==> src/rtl/msrv32_pc_unit_pkg.sv <==
`default_nettype none
// ============================================================================
//  Module      : msrv32_pc_unit_pkg
//  Description : Shared constants for the msrv32 program-counter unit:
//                FSM state encoding, default boot address, PC increment and
//                the JALR-style branch target helper.
//  Revision    : 1.0  initial release
// ============================================================================
package msrv32_pc_unit_pkg;

   // FSM state encoding
   typedef logic [0:0] pc_state_t;
   localparam pc_state_t STATE_BOOT = 1'b0;
   localparam pc_state_t STATE_RUN  = 1'b1;

   // Reset / boot program counter used when the instantiation does not override it
   localparam logic [31:0] DEFAULT_BOOT_ADDRESS = 32'h0000_0000;

   // Sequential fetch stride
   localparam logic [31:0] PC_INCREMENT = 32'd4;

   // Branch/jump targets always have bit 0 cleared (JALR semantics)
   function automatic logic [31:0] branch_target(input logic [31:0] sum);
      return {sum[31:1], 1'b0};
   endfunction

endpackage
`default_nettype wire

==> src/rtl/msrv32_pc_unit_if.sv <==
`default_nettype none
// ============================================================================
//  Module      : msrv32_pc_unit_if
//  Description : Redirect/stall inputs and PC outputs of the msrv32 PC unit.
//                'slave' is the PC unit side, 'master' the pipeline side.
//  Revision    : 1.0  initial release
// ============================================================================
interface msrv32_pc_unit_if;
   logic        stall_in;
   logic        branch_taken_in;
   logic [31:0] iadder_in;
   logic        trap_taken_in;
   logic [31:0] trap_address_in;
   logic        mret_in;
   logic [31:0] epc_in;
   logic [31:0] pc_out;
   logic [31:0] pc_plus_4_out;
   logic [31:0] i_addr_out;
   logic        misaligned_instr_out;
   logic        flush_out;

   modport slave (
      input  stall_in, branch_taken_in, iadder_in, trap_taken_in,
             trap_address_in, mret_in, epc_in,
      output pc_out, pc_plus_4_out, i_addr_out, misaligned_instr_out, flush_out
   );

   modport master (
      output stall_in, branch_taken_in, iadder_in, trap_taken_in,
             trap_address_in, mret_in, epc_in,
      input  pc_out, pc_plus_4_out, i_addr_out, misaligned_instr_out, flush_out
   );
endinterface
`default_nettype wire

==> src/rtl/msrv32_pc_mux.sv <==
`default_nettype none
// ============================================================================
//  Module      : msrv32_pc_mux
//  Description : Fixed-priority next-PC selection: trap, mret, aligned branch,
//                then sequential. Also flags a misaligned branch target.
//  Revision    : 1.0  initial release
// ============================================================================
module msrv32_pc_mux
   import msrv32_pc_unit_pkg::*;
(
   input  wire logic        run_in,
   input  wire logic        trap_taken_in,
   input  wire logic [31:0] trap_address_in,
   input  wire logic        mret_in,
   input  wire logic [31:0] epc_in,
   input  wire logic        branch_taken_in,
   input  wire logic [31:0] iadder_in,
   input  wire logic [31:0] pc_plus_4_in,
   output logic [31:0]      next_pc_out,
   output logic             redirect_out,
   output logic             misaligned_out
);

   // Bit 0 of the adder sum is discarded by the JALR target rule
   logic unused_iadder_bit0;
   assign unused_iadder_bit0 = iadder_in[0];

   // Priority select; a misaligned branch falls back to the sequential path
   always_comb begin
      misaligned_out = run_in & branch_taken_in & iadder_in[1] & ~trap_taken_in & ~mret_in;
      next_pc_out    = pc_plus_4_in;
      redirect_out   = 1'b0;
      if (trap_taken_in) begin
         next_pc_out  = trap_address_in;
         redirect_out = 1'b1;
      end else if (mret_in) begin
         next_pc_out  = epc_in;
         redirect_out = 1'b1;
      end else if (branch_taken_in && !iadder_in[1]) begin
         next_pc_out  = branch_target(iadder_in);
         redirect_out = 1'b1;
      end
   end

endmodule
`default_nettype wire

==> src/rtl/msrv32_pc_unit.sv <==
`default_nettype none
// ============================================================================
//  Module      : msrv32_pc_unit
//  Description : msrv32 program counter unit: BOOT/RUN FSM, PC register and
//                flush register, with zero-cycle fetch address generation.
//  Revision    : 1.0  initial release
// ============================================================================
module msrv32_pc_unit
   import msrv32_pc_unit_pkg::*;
#(
   parameter logic [31:0] BOOT_ADDRESS = DEFAULT_BOOT_ADDRESS
) (
   input  wire logic          clk_in,
   input  wire logic          rst_n_in,
   msrv32_pc_unit_if.slave    bus
);

   pc_state_t   state_q, state_d;
   logic [31:0] pc_q, pc_d;
   logic        flush_q, flush_d;
   logic [31:0] pc_plus_4;
   logic [31:0] next_pc;
   logic        redirect;
   logic        misaligned;
   logic        run;

   assign run       = (state_q == STATE_RUN);
   assign pc_plus_4 = pc_q + PC_INCREMENT;

   msrv32_pc_mux u_pc_mux (
      .run_in          (run),
      .trap_taken_in   (bus.trap_taken_in),
      .trap_address_in (bus.trap_address_in),
      .mret_in         (bus.mret_in),
      .epc_in          (bus.epc_in),
      .branch_taken_in (bus.branch_taken_in),
      .iadder_in       (bus.iadder_in),
      .pc_plus_4_in    (pc_plus_4),
      .next_pc_out     (next_pc),
      .redirect_out    (redirect),
      .misaligned_out  (misaligned)
   );

   // State, PC and flush registers with asynchronous active-low reset
   always_ff @(posedge clk_in or negedge rst_n_in) begin
      if (!rst_n_in) begin
         state_q <= STATE_BOOT;
         pc_q    <= BOOT_ADDRESS;
         flush_q <= 1'b1;
      end else begin
         state_q <= state_d;
         pc_q    <= pc_d;
         flush_q <= flush_d;
      end
   end

   // Next state: BOOT always advances to RUN after one edge
   always_comb begin
      state_d = STATE_RUN;
      if (state_q == STATE_BOOT) state_d = STATE_RUN;
   end

   // Next PC/flush: held under stall, loaded from the mux otherwise
   always_comb begin
      pc_d    = pc_q;
      flush_d = flush_q;
      if (state_q == STATE_BOOT) begin
         pc_d    = BOOT_ADDRESS;
         flush_d = 1'b0;
      end else if (!bus.stall_in) begin
         pc_d    = next_pc;
         flush_d = redirect;
      end
   end

   // Outputs: fetch address follows next_pc unless booting or stalled
   always_comb begin
      bus.i_addr_out = next_pc;
      if (state_q == STATE_BOOT)  bus.i_addr_out = BOOT_ADDRESS;
      else if (bus.stall_in)      bus.i_addr_out = pc_q;
      bus.pc_out               = pc_q;
      bus.pc_plus_4_out        = pc_plus_4;
      bus.flush_out            = flush_q;
      bus.misaligned_instr_out = misaligned;
   end

endmodule
`default_nettype wire

==> src/flat_wrapper.sv <==
// flat-port wrapper written by rule: the top's interface ports become plain ports
module msrv32_pc_unit_flat import msrv32_pc_unit_pkg::*;
#(
   parameter logic [31:0] BOOT_ADDRESS = DEFAULT_BOOT_ADDRESS
)
  (clk_in, rst_n_in, bus_stall_in, bus_branch_taken_in, bus_iadder_in, bus_trap_taken_in, bus_trap_address_in, bus_mret_in, bus_epc_in, bus_pc_out, bus_pc_plus_4_out, bus_i_addr_out, bus_misaligned_instr_out, bus_flush_out);
  msrv32_pc_unit_if bus_i ();
  input  wire logic clk_in;
  input  wire logic rst_n_in;
  input wire logic [$bits(bus_i.stall_in)-1:0] bus_stall_in;
  input wire logic [$bits(bus_i.branch_taken_in)-1:0] bus_branch_taken_in;
  input wire logic [$bits(bus_i.iadder_in)-1:0] bus_iadder_in;
  input wire logic [$bits(bus_i.trap_taken_in)-1:0] bus_trap_taken_in;
  input wire logic [$bits(bus_i.trap_address_in)-1:0] bus_trap_address_in;
  input wire logic [$bits(bus_i.mret_in)-1:0] bus_mret_in;
  input wire logic [$bits(bus_i.epc_in)-1:0] bus_epc_in;
  output wire logic [$bits(bus_i.pc_out)-1:0] bus_pc_out;
  output wire logic [$bits(bus_i.pc_plus_4_out)-1:0] bus_pc_plus_4_out;
  output wire logic [$bits(bus_i.i_addr_out)-1:0] bus_i_addr_out;
  output wire logic [$bits(bus_i.misaligned_instr_out)-1:0] bus_misaligned_instr_out;
  output wire logic [$bits(bus_i.flush_out)-1:0] bus_flush_out;
  assign bus_i.stall_in = bus_stall_in;
  assign bus_i.branch_taken_in = bus_branch_taken_in;
  assign bus_i.iadder_in = bus_iadder_in;
  assign bus_i.trap_taken_in = bus_trap_taken_in;
  assign bus_i.trap_address_in = bus_trap_address_in;
  assign bus_i.mret_in = bus_mret_in;
  assign bus_i.epc_in = bus_epc_in;
  assign bus_pc_out = bus_i.pc_out;
  assign bus_pc_plus_4_out = bus_i.pc_plus_4_out;
  assign bus_i_addr_out = bus_i.i_addr_out;
  assign bus_misaligned_instr_out = bus_i.misaligned_instr_out;
  assign bus_flush_out = bus_i.flush_out;
  msrv32_pc_unit #(.BOOT_ADDRESS(BOOT_ADDRESS)) u_core (.clk_in(clk_in), .rst_n_in(rst_n_in), .bus(bus_i));
endmodule
==> config.mk <==
export PLATFORM = sky130hd
export DESIGN_NAME = msrv32_pc_unit_flat
export DESIGN_NICKNAME = d
export VERILOG_FILES = /design/src/rtl/msrv32_pc_unit_pkg.sv /design/src/rtl/msrv32_pc_unit_if.sv /design/src/rtl/msrv32_pc_mux.sv /design/src/rtl/msrv32_pc_unit.sv /design/src/flat_wrapper.sv
export SDC_FILE = /design/constraint.sdc
export NUM_CORES = 1
export LEC_CHECK = 0
export ABC_CLOCK_PERIOD_IN_PS = 3150
export CAP_MARGIN = 10
export CORE_MARGIN = 2
export CORE_UTILIZATION = 37
export DETAILED_ROUTE_END_ITERATION = 12
export GPL_TIMING_DRIVEN = 1
export PLACE_DENSITY = 0.82
export SYNTH_ARGS = -nofsm -noshare
export SYNTH_HDL_FRONTEND = slang
export SYNTH_SLANG_ARGS = --single-unit
==> constraint.sdc <==
create_clock -name clk_in -period 3.15 [get_ports clk_in]
set_input_delay 0.63 -clock clk_in [delete_from_list [all_inputs] [get_ports clk_in]]
set_output_delay 0.63 -clock clk_in [all_outputs]
set_load 0.02 [all_outputs]
; ---- Word level (Yosys, flattened, before mapping)
; Index checks and enable logic that the tools add are counted.
[op_classes]
add_sub_neg = 1
reduce_logical = 2
muxes = 10
n_eq_ne = 1
bitwise = 6
[ops]
columns = cell, n
row1 = $mux 32, 5
row2 = $add 32x3->32 const B, 1
row3 = $mux 1, 5
row4 = $and 1x1->1, 4
row5 = $ne 2x2->1 const B, 1
row6 = $not 1->1, 2
row7 = $logic_and 1x1->1, 1
row8 = $logic_not 1->1, 1
[totals]
word_cells = 23
ff_bits = 34

; ---- Longest topological paths before layout
[depth]
ltp_word = 7
ltp_mapped = 8
ltp_nobuf = 6

; ---- Cells and area by module
; From an unflattened synthesis, not the netlist that was laid out.
[hier_totals]
cells_unflattened = 305
area_unflattened_um2 = 3002.9
[by_module_without_submodules]
columns = module, area_per_inst_um2, instances, cells_each
row1 = msrv32_pc_unit, 2008.2, 1, 186
row2 = msrv32_pc_mux, 994.7, 1, 119

; ---- Worst setup path after synthesis
; No wires, ideal clock.
[synth_path]
path_kind = register -> output
from = reg u_core.pc_q[2] (netlist: u_core.bus.pc_out[2])
to = out bus_i_addr_out[14]
path_buffers = 1
path_slack_ns = 0.134
arrival_ns = 2.386
t_required_ns = 2.520
stages_incl_launch_ff = 8
cell_sequence = dfrtp_1 -> ha_1 -> nand3_1 -> buf_4 -> nor3_1 -> xor2_1 -> nor2_1 -> o32ai_1
[synth_between]
elab_chain_len = 6
[synth_rtl]
columns = item, line_no
row1 = start: declaration, msrv32_pc_unit.sv:19  ; logic [31:0] pc_q, pc_d;
row2 = start signal: assignment, msrv32_pc_unit.sv:52  ; pc_q <= pc_d;
row3 = $add 32x3->32, msrv32_pc_unit.sv:28  ; assign pc_plus_4 = pc_q + PC_INCREMENT;
row4 = via bus_pc_plus_4_out[14], flat_wrapper.sv:18  ; output wire logic [$bits(bus_i.pc_plus_4_out)-1:0] bus_pc_plus_4_out;
row5 = $mux 32, msrv32_pc_mux.sv:39  ; end else if (branch_taken_in && !iadder_in[1]) begin
row6 = $mux 32, msrv32_pc_mux.sv:36  ; end else if (mret_in) begin
row7 = $mux 32, msrv32_pc_mux.sv:33  ; if (trap_taken_in) begin
row8 = $mux 32 (2 in a row), --
row9 = end: declaration, flat_wrapper.sv:19  ; output wire logic [$bits(bus_i.i_addr_out)-1:0] bus_i_addr_out;
; The timed path passes the listed nets, and every way through them passes these cells.

; ---- Final worst setup path
[layout_path]
from = in bus_mret_in
to = out bus_i_addr_out[9]
[layout_between]
elab_chain_len = 4
[layout_rtl]
columns = item, line_no
row1 = start: declaration, flat_wrapper.sv:15  ; input wire logic [$bits(bus_i.mret_in)-1:0] bus_mret_in;
row2 = $mux 32, msrv32_pc_mux.sv:36
row3 = $mux 32, msrv32_pc_mux.sv:33
row4 = $mux 32 (2 in a row), --
; No other way between the ends.

==> results.sh <==
export IMPL_status="finished clean"
export IMPL_synth_edff_count=0
export IMPL_critPathRequiredTime_ns=2.52
export IMPL_startpoint="bus_mret_in"
export IMPL_routed_wl_mm=14.95
export IMPL_mostFrequentLayoutCells="clkdlybuf4s50_1 (147), buf_4 (95), dfrtp_1 (32)"
export IMPL_dp_slack_ns=-0.5168
export IMPL_crit_path_end_kind="output pin"
export IMPL_max_cap_violations=0
export IMPL_synth_area_um2=3093
export IMPL_holdWs_ns=0.4491
export IMPL_ant_nets=0
export IMPL_grt_start_max_net_pins=35
export IMPL_place_gp_congestion=0.9201
export IMPL_fin_crit_ns=3.092
export IMPL_rsz0062_at_grt="true"
export IMPL_grt_util_met1_pct=38.85
export IMPL_row_count=33
export IMPL_clkTransAtPathRegs_ns=0.08
export IMPL_pin_count=200
export IMPL_drt_initial_drc_count=262
export IMPL_core_area_um2=8175
export IMPL_vias=4433
export IMPL_rr_startpoint="u_core.bus.pc_out[6]"
export IMPL_htree_num_levels=2
export IMPL_syn_avg_cell_area_um2=7.771
export IMPL_hold_viol_final=0
export IMPL_grt_usage_pct=32.69
export IMPL_hold_class="in -> async"
export IMPL_ys_warnings_count=0
export IMPL_dieArea_um2=9107
export IMPL_synthToLayoutAreaGrowth_pct=93.28
export IMPL_synthArstFlopShare_pct=100.0
export IMPL_crit_type="in -> out"
export IMPL_grt_busiest_layer="met2"
export IMPL_grt_pass1_vias=4613
export IMPL_cts_root_buf="clkbuf_8"
export IMPL_synthSimpleGateAreaFrac_pct=27.99
export IMPL_slew_violations=0
export IMPL_diodes=0
export IMPL_grt_pass1_wl_mm=22.93
export IMPL_cellPowerDensity_nw_per_um2=296.8
export IMPL_wl_per_cell_um=19.29
export IMPL_fin_crit_sh_pct=98.16
export IMPL_cts_tree="yes"
export IMPL_critical_path_n_buffers_inverters=4
export IMPL_worstPathMaxFanout=10
export IMPL_holdBufCountCts=0
export IMPL_first_pass_iters=7
export IMPL_synth_fa_ha_area_share_pct=0.4045
export IMPL_ys_types=64
export IMPL_setup_viol=0
export IMPL_synth_compound_area_share_pct=28.52
export IMPL_crit_path_start_kind="primary input"
export IMPL_drc=0
export IMPL_cts_buffer_depth=2
export IMPL_peakVddDrop_v=0.0002192
export IMPL_die_x_um=95.43
export IMPL_yosys_area_share_xor_xnor_pct=7.362
export IMPL_io_buffers=198
export IMPL_p_leak_nw=2.671
export IMPL_vias_per_cell=5.720
export IMPL_cts_inserted_buffers=5
export IMPL_grtUsageMet2_pct=57.75
export IMPL_antenna_found_initial=0
export IMPL_cp_slowest_cell="clkdlybuf4s50_1"
export IMPL_final_common_cell="clkdlybuf4s50_1"
export IMPL_final_nets=772
export IMPL_cts_num_sinks=34
export IMPL_fmax_mhz=323.4
export IMPL_postLayoutCellArea_um2=5978
export IMPL_arrival_ns=2.46
export IMPL_synth_nets=501
export IMPL_crit_chain="clkdlybuf4s50_1 -> buf_4 -> buf_4 -> nor2b_1 -> a221oi_1 -> o21ai_0 -> o21a_1 -> dlygate4sd2_1"
export IMPL_hpwl_mm=11.59
export IMPL_die_h_um=95.43
export IMPL_ys_ff_latch=34
export IMPL_synth_top_family_by_area="compound AO/OA/AOI/OAI gates"
export IMPL_nFillCells=657
export IMPL_setup_slack_ns=0.05794
export IMPL_start_util_pct=37.83
export IMPL_cpMostUsedCell="buf_4"
export IMPL_grt_overflow=0
export IMPL_drive_above_1_share_pct=25.97
export IMPL_tightest_slew_ns=0.8641
export IMPL_cpPeakStageDelay_ns=0.49
export IMPL_placed_cell_area_um2=5786
export IMPL_timing_slew_headroom_pct=42.39
export IMPL_skew_ns=0.01051
export IMPL_synthMuxAreaShare_pct=1.618
export IMPL_yosysSeqAreaShare_pct=27.55
export IMPL_met3_usage_pct=6.482
export IMPL_syn_inst=398
export IMPL_critical_path_top_delay_family="buffers and inverters"
export IMPL_worstSkewPairLatency_ns=0.29
export IMPL_synthFlopType="dfrtp_1"
## logic make-up after synthesis
group,after synthesis
compound gates,133
xor+xnor,26
fa+ha+maj,1
buf+inv,47
flops,34
mux,5
other cells,1
simple gates,151
## worst reg2reg max path: stages (launching register included)
cell and delay (ns):
dfrtp_1 0.45, nand3_4 0.16, or4_4 0.58, nor4_4 0.30, buf_4 0.17, o21ai_1 0.06, o2bb2ai_1 0.17, buf_4 0.14
## metal layers
metal  wire length (um)  up-vias  part of all wire (%)
met5                  0        -                     0
li1                   -     2027                     -
met4                459        0                   3.1
met1               5756     2078                    38
met2               7336      281                    49
met3               1401       47                   9.4
## power breakdown
part,internal (mW),switching [mW]
Sequential,0.473,0.0391
Combinational,0.426,0.426
Clock,0.233,0.177
## synth_stat cells, types with 4 or more instances
master,instances,area [um2]
nor2_1,29,108.9
and3_1,4,25.02
clkbuf_1,25,93.84
buf_2,4,20.02
nand4_1,10,62.56
nor2b_1,5,31.28
dfrtp_1,33,825.8
inv_1,12,45.04
o21bai_1,5,37.54
o22ai_1,10,62.56
xnor2_1,18,157.7
and4_1,5,43.79
o21ai_0,36,180.2
xor2_1,8,70.07
nand2b_1,9,56.30
a21oi_1,27,135.1
nand2_1,31,116.4
o221ai_1,11,96.34
mux2i_1,5,50.05
o2bb2ai_1,7,61.31
buf_4,4,30.03
nor3_1,16,80.08
o2111ai_1,4,35.03
nand3_1,16,80.08
## final timing paths
kind                                         endpoint  depth (start not counted)  slack [ns]
worst max-delay path                bus_i_addr_out[9]                          8        0.06
max in group asynchronous        u_core.bus.pc_out[7]                          1        2.10
min in group clk_in              u_core.bus.flush_out                          2        0.50
worst max register to register  u_core.bus.pc_out[26]                          7        1.02
worst min register to register   u_core.bus.flush_out                          2        0.50
worst min-delay path            u_core.bus.pc_out[17]                          1        0.45
## per-stage QoR
| step | instances | power (mW) | utilization, % | setup TNS [ns] |
|---|---|---|---|---|
| after CTS | 772 | 1.770 | 72.64 | -0.02697 |
| after detailed placement | 761 | 1.379 | 70.77 | -10.64 |
| after global placement | 761 | 1.365 | 70.77 | -9.326 |
| after global routing | 775 | 1.862 | 73.13 | -0.05418 |
| final | 775 | 1.775 | 73.13 | 0 |
| after floorplan | 398 | 0.8675 | - | 0 |
## sequential cells by signal, indices dropped and copies added (netlist names)
register and cells:
u_core.bus.flush_out 1, u_core.bus.pc_out 32, u_core.run 1
## timing repair
action                                  CTS  global route
endpoints found under the setup margin   46            34
setup buffers                             3             3
pin swaps                                 5             7
gates resized for setup                 100            55
## layout make-up
cell class	count	area (um2)	area share, %
inverter	12	45.04	0.7535
clock buffer	5	68.82	1.151
timing repair buffer	299	2671	44.68
sequential	34	853.3	14.27
multi-input combinational	317	2168	36.27
clock inverter	3	40.04	0.6697
tap	105	131.4	2.198
Note: power is estimated with default switching activity, not from simulation.
